`src/rtl/fp_div_pkg.sv`:
```
// Shared constants for the floating-point divider status word.
// Index constants name each bit of the 8-bit divider status.
package fp_div_pkg;

    localparam int unsigned STATUS_W       = 8;
    localparam int unsigned STATUS_ZERO    = 0;
    localparam int unsigned STATUS_INF     = 1;
    localparam int unsigned STATUS_INVALID = 2;
    localparam int unsigned STATUS_TINY    = 3;
    localparam int unsigned STATUS_HUGE    = 4;
    localparam int unsigned STATUS_INEXACT = 5;
    localparam int unsigned STATUS_RSVD    = 6;
    localparam int unsigned STATUS_DIVZ    = 7;

    localparam logic [STATUS_W-1:0] STATUS_RSVD_MASK = 8'hBF;

    typedef logic [STATUS_W-1:0] status_t;

    // The reserved bit is never allowed to reach the queue or the sticky flags.
    function automatic status_t mask_status(input status_t s);
        return s & STATUS_RSVD_MASK;
    endfunction

endpackage

```
`src/rtl/fp_sync_fifo.sv`:
```
// Synchronous FIFO with a separate occupancy count and no empty bypass.
// The head entry is read from storage at the read pointer.
module fp_sync_fifo #(
    parameter int unsigned Width = 8,
    parameter int unsigned Depth = 4,
    localparam int unsigned CntW = $clog2(Depth + 1),
    localparam int unsigned PtrW = $clog2(Depth)
) (
    input  logic             clk,
    input  logic             rst,
    input  logic             push_valid,
    output logic             push_ready,
    input  logic [Width-1:0] push_data,
    output logic             pop_valid,
    input  logic             pop_ready,
    output logic [Width-1:0] pop_data,
    output logic [CntW-1:0]  count
);

    logic [Width-1:0] mem_q [Depth];
    logic [Width-1:0] mem_d [Depth];
    logic [PtrW-1:0]  wr_ptr_q, wr_ptr_d;
    logic [PtrW-1:0]  rd_ptr_q, rd_ptr_d;
    logic [CntW-1:0]  count_q, count_d;
    logic             push, pop;

    // Handshake depends only on the registered count, never on pop_ready.
    assign push_ready = (count_q != CntW'(Depth));
    assign pop_valid  = (count_q != '0);
    assign push       = push_valid && push_ready;
    assign pop        = pop_valid && pop_ready;
    assign pop_data   = mem_q[rd_ptr_q];
    assign count      = count_q;

    always_comb begin
        mem_d    = mem_q;
        wr_ptr_d = wr_ptr_q;
        rd_ptr_d = rd_ptr_q;
        count_d  = count_q;
        if (push) begin
            mem_d[wr_ptr_q] = push_data;
            wr_ptr_d        = wr_ptr_q + 1'b1;
        end
        if (pop) begin
            rd_ptr_d = rd_ptr_q + 1'b1;
        end
        unique case ({push, pop})
            2'b10:   count_d = count_q + 1'b1;
            2'b01:   count_d = count_q - 1'b1;
            default: count_d = count_q;
        endcase
    end

    always_ff @(posedge clk) begin
        if (rst) begin
            for (int i = 0; i < int'(Depth); i++) begin
                mem_q[i] <= '0;
            end
            wr_ptr_q <= '0;
            rd_ptr_q <= '0;
            count_q  <= '0;
        end else begin
            mem_q    <= mem_d;
            wr_ptr_q <= wr_ptr_d;
            rd_ptr_q <= rd_ptr_d;
            count_q  <= count_d;
        end
    end

endmodule

```
`src/rtl/fp_div_result_buffer.sv`:
```
// Result buffer behind the combinational FP divider: FIFO plus optional sticky flags.
// Define FP_DIV_STICKY_FLAGS_EN to build the sticky exception register.
module fp_div_result_buffer
    import fp_div_pkg::*;
#(
    parameter int unsigned sig_width = 23,
    parameter int unsigned exp_width = 8,
    parameter int unsigned depth     = 4,
    localparam int unsigned isize    = sig_width + exp_width + 1,
    localparam int unsigned cnt_w    = $clog2(depth + 1)
) (
    input  logic             clk,
    input  logic             rst,
    input  logic             in_valid,
    output logic             in_ready,
    input  logic [isize-1:0] z_in,
    input  logic [7:0]       status_in,
    output logic             out_valid,
    input  logic             out_ready,
    output logic [isize-1:0] z_out,
    output logic [7:0]       status_out,
    output logic [cnt_w-1:0] count,
    input  logic             sticky_clr,
    output logic [7:0]       sticky_flags
);

    status_t status_masked;
    logic    push;

    assign status_masked = mask_status(status_in);
    assign push          = in_valid && in_ready;

    fp_sync_fifo #(
        .Width(isize + STATUS_W),
        .Depth(depth)
    ) u_fifo (
        .clk       (clk),
        .rst       (rst),
        .push_valid(in_valid),
        .push_ready(in_ready),
        .push_data ({status_masked, z_in}),
        .pop_valid (out_valid),
        .pop_ready (out_ready),
        .pop_data  ({status_out, z_out}),
        .count     (count)
    );

`ifdef FP_DIV_STICKY_FLAGS_EN
    status_t sticky_q, sticky_d;

    // Clear is applied before the OR so a simultaneous push survives the clear.
    always_comb begin
        sticky_d = sticky_clr ? '0 : sticky_q;
        if (push) begin
            sticky_d = sticky_d | status_masked;
        end
    end

    always_ff @(posedge clk) begin
        if (rst) begin
            sticky_q <= '0;
        end else begin
            sticky_q <= sticky_d;
        end
    end

    assign sticky_flags = sticky_q;
`else
    logic unused_sticky;
    assign unused_sticky = sticky_clr ^ push;
    assign sticky_flags  = '0;
`endif

endmodule

```
`config.mk`:
```
export PLATFORM = sky130hd
export DESIGN_NAME = fp_div_result_buffer
export DESIGN_NICKNAME = d
export VERILOG_FILES = /design/src/rtl/fp_div_pkg.sv /design/src/rtl/fp_sync_fifo.sv /design/src/rtl/fp_div_result_buffer.sv
export SDC_FILE = /design/constraint.sdc
export NUM_CORES = 1
export LEC_CHECK = 0
export BUFFER_PORTS_ARGS = -buffer_cell sky130_fd_sc_hd__buf_4
export CAP_MARGIN = 40
export CORE_MARGIN = 10
export CORE_UTILIZATION = 51
export CTS_BUF_LIST = sky130_fd_sc_hd__clkbuf_2
export DETAILED_ROUTE_END_ITERATION = 12
export HOLD_SLACK_MARGIN = 0.1
export PLACE_DENSITY = 0.81
export SLEW_MARGIN = 10
export SYNTH_ARGS = -nofsm -noshare
export SYNTH_HDL_FRONTEND = slang
export SYNTH_SLANG_ARGS = --single-unit
```
`constraint.sdc`:
```
create_clock -name clk -period 3.7 [get_ports clk]
set_clock_uncertainty 0.2 [all_clocks]
set_input_delay 0.37 -clock clk [delete_from_list [all_inputs] [get_ports clk]]
set_output_delay 0.37 -clock clk [all_outputs]
set_load 0.02 [all_outputs]
```
==> summary by stage <==
Placed design
In this run the tool buffered the top-level ports with 86 buffer cells. The final weighted congestion in routability-driven placement is 0.720. The final HPWL from detailed placement is approximately 11000 um.

Floorplanning
The initial standard-cell utilization of the core is a little over half. From left edge to right edge, the die measures 142 um. The floorplan step defined a die boundary enclosing 20200 sq um. The vertical die dimension is 142 um.

The area inside the core boundary is 14600 sq um. The number of primary I/O pins is 98. The count of standard-cell rows is 44.

Synth
The number of enable flip-flop cells after synthesis is 0. In this run, distinct cell masters in the synthesized netlist total 31. The share of flip-flops with an asynchronous set or reset after synthesis is 0%.

Dividing the synthesized area by the synthesized cell count gives 11.7 sq um. After technology mapping, the gate count stands at 654. The cell area that synthesis handed to floorplanning was 7620 sq um. The synthesis-stage register bit count is 163. The Yosys step of the flow raised 0 warnings. In the synthesized netlist the dominant register cell turns out to be dfxtp_1.

The sequential cell area fraction in the yosys report is 42.8%.

Setup path
The kind of capture point of the worst setup path is an output pin. STA classifies the critical path startpoint as a flop. At the worst endpoint, the required time is around 3.1 ns. The worst reg2reg path depth is 9. The critical path arrival is 2.50 ns. The end of the worst register-to-register path is u_fifo.count[2].

The maximum fanout count along the critical path is 21. The worst setup slack for register-to-register paths is 0.74 ns. By startpoint and endpoint, the worst setup path is classified as reg2out.

The origin of the critical flop-to-flop path is u_fifo.count[2].

Clocking
In this run the deepest clock path goes through 2 buffers. The clock buffer count from CTS is 17. The clock tree synthesis step divided the H-tree into 4 levels. The TritonCTS clock tree is done.

Clock-pin slew was measured on the worst setup and hold paths at 0.24 ns. The root buffer selected by CTS is clkbuf_2. Clock latency on the worst-skew pair, taken at its later pin, is roughly 0.7 ns.

The clock sink count is about 160.

Power and ir drop
Power spread over the standard cell area amounts to 511 nW/um^2. The peak ir drop on the vdd network is 0.380 mV. In this run the static leakage power is 3.95 nW.

Timing
The final sum of negative setup slack is 0 ns. After layout, the minimum clock period comes to 3.07 ns. Setup repair after global routing left no endpoint under its margin. For the pin with the worst max-slew slack, the measured transition is 0.770 ns. The count of pins over their slew limit came to 0. The period utilization is about 83%. Based on the critical path, the design can be clocked at up to 326 MHz. The count of endpoints failing hold in the final timing report is 0. The minimum hold slack is 0.288 ns.

Headroom to the max-slew limit came out at 48.6%. The setup-violating endpoint count in the final report is 0.

GRT
The number of global-route vias before repair is 5412. In the global route stage, overall resource usage came out at 16.3%. Summed over all layers, the global routing overflow is 0. The first global-routing pass estimated 26700 um of wire. The initial antenna violation count is 0. The pin count of the biggest net entering global routing is around 110.

Finish
The net count of the finished layout is 808. The total inserted antenna cells is 0. The area growth from synthesis to layout is 18.2%. In the final layout, the share of cells above drive strength 1 is 22.5%.

Drt
The per-cell via count in the routed design is 5.24. The total routed wirelength is roughly 16000 um. The total via count in the routed design is ~5k. For this run, design rule violations remaining after detail routing come to 0. In the final routed layout, each cell accounts on average for approximately 17 um. The first routing iteration left 289 violations. Once detail routing completed, the nets flagged for antenna violations numbered 0. The first-pass detailed-route iteration total is 5.

Job
The number of violations of the max-capacitance limit is 0.

Hold path
The class of the tightest hold or removal check is reg2reg. Counting instances, the worst hold path has a depth of 2. The worst hold path begins at u_fifo.mem_q[4].

The end of the worst hold path is u_fifo.mem_q[4].

Outcome
The run finished with clean final reports.
-- layout by cell type, fill, tap and decap left out, types with 5 or more instances in the layout --
| cell | instances |
|---|---|
| nand2b_1 | 195 |
| bufinv_16 | 6 |
| inv_1 | 6 |
| mux2i_1 | 156 |
| clkbuf_2 | 17 |
| ha_1 | 5 |
| dlygate4sd3_1 | 43 |
| dfxtp_1 | 161 |
| buf_4 | 88 |
| nor2_1 | 7 |
| mux4_2 | 39 |
| conb_1 | 9 |
-- flip-flops by register name, summed over array words and instances, names as in the netlist --
register         count
u_fifo.count         3
u_fifo.rd_ptr_q      2
u_fifo.wr_ptr_q      2
u_fifo.mem_q       156
-- timing repair --
action / CTS / global route
resized for setup: 0 / 0
hold endpoints to repair: 163 / 0
endpoints found under the setup margin: 0 / 0
hold buffers: 43 / 0
buffers inserted: 0 / 0
-- critical path, cell delays in order, from the launching register on --
cell and delay (ns):
dfxtp_2 0.75, buf_4 0.44, mux4_2 0.40, buf_4 0.18
-- logic make-up after synthesis --
logic type	count (synthesis)	synth area share, %
and+or+nand+nor	213	17.5
muxes	196	32.2
DFF	163	42.8
buffers and inverters	65	5.37
adders and majority gates	6	1.08
AOI/OAI and AO/OA	6	0.542
xor gates and xnor gates	4	0.460
other	1	0.0492
-- area by class of cell --
cell class	instances	area [sq um]
Fill cell	1126	5580
Multi-Input combinational cell	434	3980
Sequential cell	163	3270
Timing Repair Buffer	135	1180
Clock inverter	15	236
Tap cell	184	230
Clock buffer	17	85.1
Inverter	6	22.5
-- routing by layer --
layer  wire [um]  global-route usage, %  vias to the layer above  share of wire, %
met5           0                      0                        -                 0
met4         213                   5.27                        0               1.3
met3         646                   3.81                       17               4.0
met2        8570                   29.2                       81                53
met1        6880                   18.5                     2469                42
li1            -                      -                     2428                 -
-- how the worst max path moves through the flow --
stage / to / startpoint / cells after the start
floorplan: u_fifo.count[2] / u_fifo.count[2] / 10
global placement: u_fifo.count[2] / u_fifo.count[2] / 9
detailed placement: u_fifo.count[2] / u_fifo.count[2] / 9
CTS: z_out[21] / u_fifo.rd_ptr_q[1] / 3
global route: z_out[21] / u_fifo.rd_ptr_q[1] / 3
finish: z_out[21] / u_fifo.rd_ptr_q[1] / 3
-- cells in the mapped netlist (all sizes together), types with 2 or more instances --
cell type  instances  share of area (%)
buf               33                3.8
dfxtp            163                 43
nand3              4               0.39
and3               2               0.25
mux4              39                 12
or3                2               0.20
ha                 5               0.82
xor2               3               0.34
inv                6               0.30
nor2               7               0.34
clkbuf            26                1.3
mux2i            156                 20
nand2b           195                 16
a21oi              2               0.13
-- stage by stage --
step                utilization (%)  instances  setup slack, ns  cell area (sq um)  power (mW)
detailed placement             56.6        879            0.790               8250        3.45
global route                   61.7        954            0.501               9000        4.82
CTS                            61.7        954            0.545               9000        4.66
floorplan                         -        662            0.919               7650        3.01
global placement               56.4        878            0.919               8230        3.37
finish                         61.7        954            0.629               9000        4.60
-- report_power, final --
part	switching, mW	total, mW	internal, mW
sequential	0.125	2.03	1.91
clock	0.607	1.18	0.575
combinational	0.685	1.38	0.699
total	1.42	4.60	3.18
(Power assumes the default switching activity.)
